<file path="config.mk">
export PLATFORM = sky130hd
export DESIGN_NAME = servo_preset_sequencer
export DESIGN_NICKNAME = d
export VERILOG_FILES = /design/src/rtl/servo_preset_sequencer_pkg.sv /design/src/rtl/servo_preset_sequencer_dwell_timer.sv /design/src/rtl/servo_preset_sequencer.sv
export SDC_FILE = /design/constraint.sdc
export NUM_CORES = 1
export LEC_CHECK = 0
export ABC_AREA = 0
export CORE_UTILIZATION = 31
export CTS_CLUSTER_SIZE = 16
export DETAILED_ROUTE_END_ITERATION = 10
export DONT_BUFFER_PORTS = 1
export REMOVE_ABC_BUFFERS = 1
export SKIP_CTS_REPAIR_TIMING = 1
export SYNTH_ARGS = -nofsm -noshare
export SYNTH_HDL_FRONTEND = slang
export SYNTH_SLANG_ARGS = --single-unit
</file>
<file path="constraint.sdc">
create_clock -name sysclk -period 2.1 [get_ports sysclk]
set_input_delay 0.63 -clock sysclk [delete_from_list [all_inputs] [get_ports sysclk]]
set_output_delay 0.63 -clock sysclk [all_outputs]
set_load 0.01 [all_outputs]
</file>
<file path="src/rtl/servo_preset_sequencer_pkg.sv">
// Shared definitions for the servo preset sequencer: FSM state encoding and default widths.
package servo_seq_pkg;

  typedef enum logic [1:0] {
    IDLE   = 2'b00,
    MANUAL = 2'b01,
    AUTO   = 2'b10
  } seq_state_e;

  localparam int DEF_DUTY_W   = 8;
  localparam int DEF_N_PRESET = 8;
  localparam int IDX_W        = $clog2(DEF_N_PRESET);

endpackage

</file>
<file path="src/rtl/servo_preset_sequencer_dwell_timer.sv">
// Dwell timer: counts 0..DWELL_CYCLES-1 while enabled, pulses tc on the terminal count, clear wins.
module seq_dwell_timer #(
  parameter int DWELL_CYCLES = 100_000_000
) (
  input  logic sysclk,
  input  logic rst_n,
  input  logic clr_i,
  input  logic en_i,
  output logic tc_o
);

  localparam int CW = $clog2(DWELL_CYCLES);
  localparam logic [CW-1:0] LAST = CW'(DWELL_CYCLES - 1);

  logic [CW-1:0] cnt_q, cnt_d;

  assign tc_o = en_i && !clr_i && (cnt_q == LAST);

  always_comb begin
    cnt_d = cnt_q;
    if (clr_i)
      cnt_d = '0;
    else if (en_i)
      cnt_d = (cnt_q == LAST) ? '0 : cnt_q + CW'(1);
  end

  always_ff @(posedge sysclk or negedge rst_n) begin
    if (!rst_n)
      cnt_q <= '0;
    else
      cnt_q <= cnt_d;
  end

endmodule

</file>
<file path="src/rtl/servo_preset_sequencer.sv">
// Preset table sequencer feeding the X/Y PWM duty codes; new duties commit only on frame_start.
// Optional macro SEQ_PINGPONG_EN: AUTO bounces 0..N-1..0 instead of wrapping upward.
module servo_preset_sequencer
  import servo_seq_pkg::*;
#(
  parameter int DUTY_W       = DEF_DUTY_W,
  parameter int N_PRESET     = DEF_N_PRESET,
  parameter int DWELL_CYCLES = 100_000_000
) (
  input  logic                        sysclk,
  input  logic                        rst_n,
  input  logic                        enable,
  input  logic                        btn_next,
  input  logic                        btn_prev,
  input  logic                        btn_auto,
  input  logic                        wr_en,
  input  logic [$clog2(N_PRESET)-1:0] wr_addr,
  input  logic [DUTY_W-1:0]           wr_x,
  input  logic [DUTY_W-1:0]           wr_y,
  input  logic                        frame_start,
  output logic [DUTY_W-1:0]           duty_x,
  output logic [DUTY_W-1:0]           duty_y,
  output logic                        duty_upd,
  output logic [$clog2(N_PRESET)-1:0] preset_idx,
  output logic                        auto_active
);

  localparam int IW = $clog2(N_PRESET);

  seq_state_e        state_q, state_d;
  logic [IW-1:0]     idx_q, idx_d;
  logic              pend_q, pend_d;
  logic              next_q, prev_q, auto_q;
  logic [DUTY_W-1:0] dx_q, dy_q;
  logic              upd_q;
  logic [DUTY_W-1:0] tab_x_q [N_PRESET];
  logic [DUTY_W-1:0] tab_y_q [N_PRESET];

  logic rise_n, rise_p, rise_a;
  logic active, step_n, step_p, in_auto;
  logic dwell_clr, dwell_tc, wr_hit, commit;

`ifdef SEQ_PINGPONG_EN
  logic dir_q, dir_d;  // 1 = counting up
`endif

  assign rise_n  = btn_next && !next_q;
  assign rise_p  = btn_prev && !prev_q;
  assign rise_a  = btn_auto && !auto_q;
  assign active  = enable && (state_q != IDLE);
  assign step_n  = active && rise_n && !rise_p;
  assign step_p  = active && rise_p && !rise_n;
  assign in_auto = active && (state_q == AUTO);
  // Leaving AUTO or any manual step restarts the dwell from zero.
  assign dwell_clr = !in_auto || step_n || step_p;
  assign wr_hit    = wr_en && (wr_addr == idx_q);
  assign commit    = frame_start && pend_q && (state_q != IDLE);

  seq_dwell_timer #(
    .DWELL_CYCLES(DWELL_CYCLES)
  ) u_dwell (
    .sysclk(sysclk),
    .rst_n (rst_n),
    .clr_i (dwell_clr),
    .en_i  (in_auto),
    .tc_o  (dwell_tc)
  );

  always_comb begin
    state_d = state_q;
    idx_d   = idx_q;
`ifdef SEQ_PINGPONG_EN
    dir_d   = dir_q;
`endif
    if (!enable) begin
      state_d = IDLE;
    end else begin
      case (state_q)
        IDLE:    state_d = MANUAL;
        MANUAL:  if (rise_a) state_d = AUTO;
        AUTO:    if (rise_a) state_d = MANUAL;
        default: state_d = IDLE;
      endcase
    end

    if (step_n) begin
      idx_d = idx_q + IW'(1);
    end else if (step_p) begin
      idx_d = idx_q - IW'(1);
    end else if (dwell_tc) begin
`ifdef SEQ_PINGPONG_EN
      if (dir_q) begin
        if (idx_q == IW'(N_PRESET - 1)) begin
          idx_d = idx_q - IW'(1);
          dir_d = 1'b0;
        end else begin
          idx_d = idx_q + IW'(1);
        end
      end else begin
        if (idx_q == '0) begin
          idx_d = idx_q + IW'(1);
          dir_d = 1'b1;
        end else begin
          idx_d = idx_q - IW'(1);
        end
      end
`else
      idx_d = idx_q + IW'(1);
`endif
    end

    // A fresh change outranks a commit, so a change landing on a frame waits for the next one.
    pend_d = pend_q;
    if (!enable)
      pend_d = 1'b0;
    else if ((idx_d != idx_q) || wr_hit)
      pend_d = 1'b1;
    else if (commit)
      pend_d = 1'b0;
  end

  always_ff @(posedge sysclk or negedge rst_n) begin
    if (!rst_n) begin
      state_q <= IDLE;
      idx_q   <= '0;
      pend_q  <= 1'b0;
      next_q  <= 1'b0;
      prev_q  <= 1'b0;
      auto_q  <= 1'b0;
      dx_q    <= '0;
      dy_q    <= '0;
      upd_q   <= 1'b0;
    end else begin
      state_q <= state_d;
      idx_q   <= idx_d;
      pend_q  <= pend_d;
      next_q  <= btn_next;
      prev_q  <= btn_prev;
      auto_q  <= btn_auto;
      upd_q   <= commit;
      if (commit) begin
        dx_q <= tab_x_q[idx_q];
        dy_q <= tab_y_q[idx_q];
      end
    end
  end

`ifdef SEQ_PINGPONG_EN
  always_ff @(posedge sysclk or negedge rst_n) begin
    if (!rst_n)
      dir_q <= 1'b1;
    else
      dir_q <= dir_d;
  end
`endif

  always_ff @(posedge sysclk or negedge rst_n) begin
    if (!rst_n) begin
      for (int i = 0; i < N_PRESET; i++) begin
        tab_x_q[i] <= '0;
        tab_y_q[i] <= '0;
      end
    end else if (wr_en) begin
      tab_x_q[wr_addr] <= wr_x;
      tab_y_q[wr_addr] <= wr_y;
    end
  end

  assign duty_x      = dx_q;
  assign duty_y      = dy_q;
  assign duty_upd    = upd_q;
  assign preset_idx  = idx_q;
  assign auto_active = (state_q == AUTO);

endmodule
</file>
==> key figures, run 1 <==
Routing
  – DRT Pass-1 Iters: 7
  – Initial drt markers: 301
  – # DRC: 10
  – Vias post-DR: 4834
  – WL/cell: roughly 19 um
  – ANT nets after route: 0
  – Avg Vias per Cell: around 5.1
  – Routed WL: 18000 um

Yosys
  – Avg Inst Size Synth: 14.1 sq um
  – Synth cell types: 48
  – Yosys warnings: 0
  – Seq cells post-synth: between 150 and 200
  – Asr flop ratio synth: 1.00
  – Area fraction of the dominant cell type after synthesis: 0.548
  – Post-synth EDFFs: 0
  – Biggest area consumer among synthesized cells: dfrtp_1
  – Syn Std Cell Area: 8260 sq um
  – Largest cells by area after synthesis: dfrtp_1 (55%), mux2_2 (17%), mux4_2 (8.7%)
  – Sequential area share after synthesis: 0.548
  – Post-synth top cells: dfrtp_1 (181), mux2_2 (128), nor2_1 (35)
  – Synth Flop Type: dfrtp_1
  – Count leader, synth: dfrtp_1
  – Post-synthesis cell count: 588

Floorplan
  – I/O pin total: 48
  – Die span in x: 165 um
  – Full die area: 27300 sq um
  – Initial Util: 0.316
  – Core ar.: about 26000 sq um
  – Die height: 165 um
  – Rows: 59

Flow run
  – Max Cap Violations: 0

STA
  – Final Skew: just under 0.01 ns
  – Hold slack: -0.108 ns
  – Final cycle utilization of the critical path: 0.899
  – Slew @ Worst Pin: 0.831 ns
  – TNS Setup: 0 ns
  – Final hold vios: roughly 180
  – Setup Viol. Count Final: 0
  – Worst relative slew slack: 0.444
  – Slew Viols, Final: 0
  – Max frequency: 530 MHz
  – Min cycle time layout: 1.89 ns
  – RSZ-0062 raised after global routing: no

Place
  – Hpwl dp: 11600 um
  – Gpl congestion: 0.783
  – Area of placed instances: 8810 sq um
  – Buffers on Ports: 0

Setup path
  – Critical Path Max Stage Delay: roughly 0.42 ns
  – Crit path buf inv count: 0
  – Critical path capture point type: flop
  – Worst Setup SP: u_dwell.cnt_q[19]$_DFFE_PN0P_
  – CP Data Arrival Time: 2.20 ns
  – Kind of critical path: reg2reg
  – Worst R2R Start: u_dwell.cnt_q[19]$_DFFE_PN0P_
  – CP Cell Sequence: nor4_1, nand4_1, nor4_4, o22ai_1, a221o_1
  – Critical Path Source Type: flop
  – Setup slack, reg-to-reg: between 0.2 and 0.25 ns
  – CP delay by family, top: simple AND/OR/NAND/NOR gates
  – Top fanout value on the critical path: 4
  – WP data required: 2.41 ns
  – Worst path slowest cell: dfrtp_1

Power and ir drop
  – Pwr dens: 1100 nW/um^2
  – Maximum VDD drop: between 0.0006 and 0.0007 V
  – LEAKAGE: 3.90 nW

Min path
  – Type of the most critical hold path: in2async

Clock tree
  – Clk_lat worst skew: 0.43 ns
  – Clock Sinks: approximately 180
  – Bufs on Longest Clock Path: 2
  – Clock Tree Root: clkbuf_16
  – Clock-pin slew of the registers on the worst-case setup and hold paths: 0.07 ns
  – CTS tree: yes
  – TritonCTS Buffers: 17
  – H-tree levels: 4

Finish
  – Area Growth Syn to Fin: 13.6%
  – Number of diodes: 0
  – Layout Utilization: 0.359
  – Filler instances: 2523
  – Nets: around 630
  – Fin area: 9390 sq um
  – Share of layout cells above drive strength 1: 0.369

GRT
  – Initial antenna violation count: 0
  – Grt met2 use: 0.248
  – Met1 GRT Util: 0.178
  – First-pass GRT wire length: 29500 um
  – Largest net degree at the start of global routing: 182
  – Met3 Usage GRT: 0.0335
  – Vias in the first global route: around 5300
  – Gr busiest metal: met2
  – Grt ovf: 0
  – GRT Total Usage: 0.144

Run status
  – Status: finished, violations left
  – Failing checks: DRC, hold timing
[logic make-up after synthesis]
family	after synthesis	synth area share
AO/OA/AOI/OAI	37	0.0289
multiplexers	176	0.281
adder cells (fa/ha/maj)	3	0.00454
buffers and inverters	35	0.0191
XOR/XNOR	31	0.0329
flip-flops	181	0.548
AND/OR/NAND/NOR	125	0.0854
[worst register-to-register path: cells and delay by family (launching register included)]
family / cells / cell delay (ns)
AO/OA/AOI/OAI: 2 / 0.39
flip-flops: 1 / 0.42
AND/OR/NAND/NOR: 3 / 0.96
[cell usage in the layout, fill, tap and decap left out, drive strengths merged, types with 2 or more instances in the layout]
cell | Yosys | final
mux4 | 32 | 32
o21ai | 18 | 18
and3 | 5 | 5
clkbuf | 11 | 17
nor3 | 7 | 7
nand4 | 10 | 10
nor2 | 35 | 35
xor2 | 19 | 19
mux2i | 16 | 16
nand4b | 4 | 4
xnor2 | 12 | 12
and2 | 3 | 3
nor2b | 2 | 2
nand2b | 4 | 4
nand3 | 12 | 12
nor4 | 5 | 5
mux2 | 128 | 128
buf | 17 | 19
and4bb | 2 | 2
a21oi | 3 | 3
nand3b | 2 | 2
clkinv | 0 | 4
ha | 3 | 3
and4 | 2 | 2
or2 | 2 | 2
o211ai | 2 | 2
inv | 7 | 16
nand2 | 28 | 28
dfrtp | 181 | 181
nor3b | 2 | 2
o21a | 2 | 2
[layer usage]
metal | vias up | part of all wire
met3 | 18 | 0.041
li1 | 2168 | -
met1 | 2569 | 0.43
met5 | - | 0
met2 | 79 | 0.52
met4 | 0 | 0.013
[final cells by class]
type | instances | area [sq um] | area share
Sequential cell | 181 | 4530 | 0.483
Multi-Input combinational cell | 372 | 3580 | 0.381
Clock buffer | 17 | 425 | 0.0453
Tap cell | 335 | 419 | 0.0447
Timing Repair Buffer | 19 | 255 | 0.0272
Clock inverter | 14 | 151 | 0.0161
Inverter | 7 | 26.3 | 0.00280
[flip-flops by register name, indices dropped and copies added, names as in the netlist]
register / cells
auto_q: 1
duty_upd: 1
tab_y_q: 64
next_q: 1
preset_idx: 3
prev_q: 1
u_dwell.cnt_q: 27
pend_q: 1
tab_x_q: 64
duty_x: 8
duty_y: 8
state_q: 2
[final timing paths]
path,cells past startpoint,end
worst max-delay path,5,preset_idx[1]$_DFF_PN0_
worst min-delay path,0,state_q[0]$_DFFE_PN0P_
worst max register to register,5,preset_idx[1]$_DFF_PN0_
worst min register to register,1,u_dwell.cnt_q[0]$_DFFE_PN0P_
max in group asynchronous,0,duty_x[6]$_DFFE_PN0P_
min in group sysclk,0,prev_q$_DFF_PN0_
[through the flow]
stage	power, mW	setup WS, ns	std cells
after floorplan	6.51	-0.485	560
after global placement	7.18	0.244	914
after detailed placement	7.33	0.241	914
after CTS	10.5	0.212	945
after global routing	10.9	0.0918	945
final	10.3	0.212	945
[where the power goes]
group          switching [mW]  total (mW)  leakage [nW]  internal [mW]
clock network            1.52        3.12         0.282           1.59
logic                   0.992        2.48          1.38           1.49
registers               0.511        4.71          2.24           4.20
Note: power is estimated with default switching activity, not from simulation.
==> inputs of run 2 (changes only) <==
--- a/config.mk
+++ b/config.mk
@@ -12,6 +12,7 @@
 export DONT_BUFFER_PORTS = 1
 export REMOVE_ABC_BUFFERS = 1
 export SKIP_CTS_REPAIR_TIMING = 1
+export SLEW_MARGIN = 20
 export SYNTH_ARGS = -nofsm -noshare
 export SYNTH_HDL_FRONTEND = slang
 export SYNTH_SLANG_ARGS = --single-unit
==> results of run 2 <==
The final DEF is identical to that of run 1; final timing and power are the same.
==> inputs of run 3 (changes only) <==
--- a/config.mk
+++ b/config.mk
@@ -6,6 +6,7 @@
 export NUM_CORES = 1
 export LEC_CHECK = 0
 export ABC_AREA = 0
+export CORE_MARGIN = 2
 export CORE_UTILIZATION = 31
 export CTS_CLUSTER_SIZE = 16
 export DETAILED_ROUTE_END_ITERATION = 10
==> key figures, run 3 (synthesis results as in run 1) <==
Run status
  – Status: finished, violations left (unchanged)
  – Failing checks: DRC, hold timing (unchanged)

Power and ir drop
  – Maximum VDD drop: 0.000543 V (was 0.000640 V)
  – Total power: 10.4 mW (was 10.3 mW)
  – P_int: 7.45 mW (was 7.29 mW)
  – Switch Pwr: 2.99 mW (was 3.02 mW)
  – LEAKAGE: 3.91 nW (was 3.90 nW)
  – Clock share of power: 0.316 (was 0.302)
  – Sw Share: 0.286 (was 0.293)
  – Sequential power share: 0.454 (was 0.457)
  – Pwr dens: 1110 nW/um^2 (was 1100 nW/um^2)
  – Logic pwr share: 0.230 (was 0.241)

Finish
  – Largest registers: tab_x_q: 64 flops, tab_y_q: 64 flops, u_dwell.cnt_q: 27 flops (unchanged)
  – Number of diodes: 0 (unchanged)
  – Most frequent cells in the layout: dfrtp_1 (179), mux2_2 (128), nor2_1 (35) (unchanged)
  – Filler instances: 2494 (was 2523)
  – Nets: 628 (unchanged)
  – Register Area: 4530 sq um (unchanged)
  – Share of layout cells above drive strength 1: 0.369 (unchanged)
  – Finished Layout Cells: 945 (unchanged)
  – Layout Utilization: 0.359 (unchanged)
  – Area of the multi-input gates: 3580 sq um (unchanged)
  – Commonest non-fill, non-tap cell in the layout: dfrtp_1 (unchanged)
  – Area Growth Syn to Fin: 13.6% (unchanged)

GRT
  – Vias in the first global route: 5487 (was 5326)
  – First-pass GRT wire length: 30100 um (was 29500 um)
  – Largest net degree at the start of global routing: 182 (unchanged)
  – GRT Total Usage: 0.138 (was 0.144)
  – Grt ovf: 0 (unchanged)
  – Initial antenna violation count: 0 (unchanged)

Floorplan
  – I/O pin total: 48 (unchanged)
  – Initial Util: 0.316 (unchanged)
  – Core ar.: 26100 sq um (unchanged)
  – Full die area: 28000 sq um (was 27300 sq um)
  – Die span in x: 167 um (was 165 um)
  – Die height: 167 um (was 165 um)
  – Rows: 59 (unchanged)

Min path
  – Type of the most critical hold path: in2async (unchanged)

Flow run
  – Max Cap Violations: 0 (unchanged)

Clock tree
  – Clock Sinks: 181 (unchanged)
  – Clk_lat worst skew: 0.43 ns (about the same)
  – H-tree levels: 4 (unchanged)
  – Bufs on Longest Clock Path: 2 (unchanged)
  – TritonCTS Buffers: 17 (unchanged)
  – CTS tree: yes (unchanged)
  – Clock-pin slew of the registers on the worst-case setup and hold paths: 0.07 ns (about the same)
  – Clock Tree Root: clkbuf_16 (unchanged)

Place
  – Buffers on Ports: 0 (unchanged)
  – Gpl congestion: 0.780 (was 0.783)
  – Placed cell count: 914 (unchanged)
  – Hpwl dp: 11700 um (was 11600 um)

Routing
  – Vias post-DR: 4856 (was 4834)
  – # DRC: 6 (was 10)
  – Initial drt markers: 213 (was 301)
  – DRT Pass-1 Iters: 7 (unchanged)
  – ANT nets after route: 0 (unchanged)
  – WL/cell: 19.3 um (was 19.0 um)
  – Routed WL: 18300 um (was 18000 um)
  – Avg Vias per Cell: 5.14 (was 5.12)

STA
  – Final hold vios: 181 (unchanged)
  – RSZ-0062 raised after global routing: no (unchanged)
  – Setup Viol. Count Final: 0 (unchanged)
  – Slew @ Worst Pin: 0.556 ns (was 0.831 ns)
  – Worst relative slew slack: 0.629 (was 0.444)
  – Final cycle utilization of the critical path: 0.905 (was 0.899)
  – Max frequency: 526 MHz (was 530 MHz)
  – Hold slack: -0.108 ns (about the same)
  – Final Skew: 0.00829 ns (was 0.00988 ns)
  – Min cycle time layout: 1.90 ns (was 1.89 ns)
  – Slew Viols, Final: 0 (unchanged)

Setup path
  – Critical path capture point type: flop (unchanged)
  – WP data required: 2.41 ns (about the same)
  – Kind of critical path: reg2reg (unchanged)
  – Critical Path Source Type: flop (unchanged)
  – CP Data Arrival Time: 2.21 ns (was 2.20 ns)
  – Top fanout value on the critical path: 4 (unchanged)
==> run 3: cell count changes in the layout (fill, tap and decap cells not counted), sizes merged <==
| cell | delta |
|---|---|
| bufinv | +2 |
| inv | -3 |
| clkinv | +1 |
==> run 3: power by group through the flow <==
stage	sequential [mW]	combinational, mW	clock, mW
finish	4.74	2.41	3.30
global route	4.83	2.63	3.55
floorplan	4.79	1.72	0
detailed placement	4.82	2.46	0
global placement	4.74	2.37	0
CTS	4.75	2.47	3.37
==> run 3: routing by layer <==
layer	global-route usage	share of wire	vias up
li1	-	-	2167
met1	0.168	0.43	2592
met2	0.245	0.52	82
met3	0.0347	0.038	15
met4	0.0374	0.010	0
met5	0	0	-
==> run 3: area by class of cell <==
cell class,instances,area share
Sequential cell,181,0.483
Multi-Input combinational cell,372,0.381
Clock buffer,17,0.0453
Tap cell,335,0.0447
Timing Repair Buffer,19,0.0232
Clock inverter,14,0.0201
Inverter,7,0.00280
==> run 3: path summary, 6_finish.rpt <==
path                                                from                           end  slack [ns]  depth (start not counted)
max reg2reg                u_dwell.cnt_q[19]$_DFFE_PN0P_       preset_idx[1]$_DFF_PN0_        0.20                          5
min reg2reg                 u_dwell.cnt_q[0]$_DFFE_PN0P_  u_dwell.cnt_q[0]$_DFFE_PN0P_        0.48                          1
max in group asynchronous                          rst_n       tab_x_q[15]$_DFFE_PN0P_        1.84                          0
max                        u_dwell.cnt_q[19]$_DFFE_PN0P_       preset_idx[1]$_DFF_PN0_        0.20                          5
min in group sysclk                             btn_next              next_q$_DFF_PN0_        0.23                          0
min                                                rst_n              auto_q$_DFF_PN0_       -0.11                          0
==> run 3: worst max-delay path, stage by stage (launching register included) <==
cell and delay [ns]:
dfrtp_1 0.42, nor4_1 0.35, nand4_1 0.23, nor4_4 0.42
o22ai_1 0.11, a221o_1 0.26
==> run 3: metrics by stage <==
step	TNS, ns	setup slack (ns)	area (sq um)	hold slack (ns)
after global routing	0	0.0769	9390	-0.130
after detailed placement	0	0.213	8770	0.340
after floorplan	-8.35	-0.485	8130	0.334
final	0	0.200	9390	-0.108
after global placement	0	0.228	8770	0.340
after CTS	0	0.207	9390	-0.120
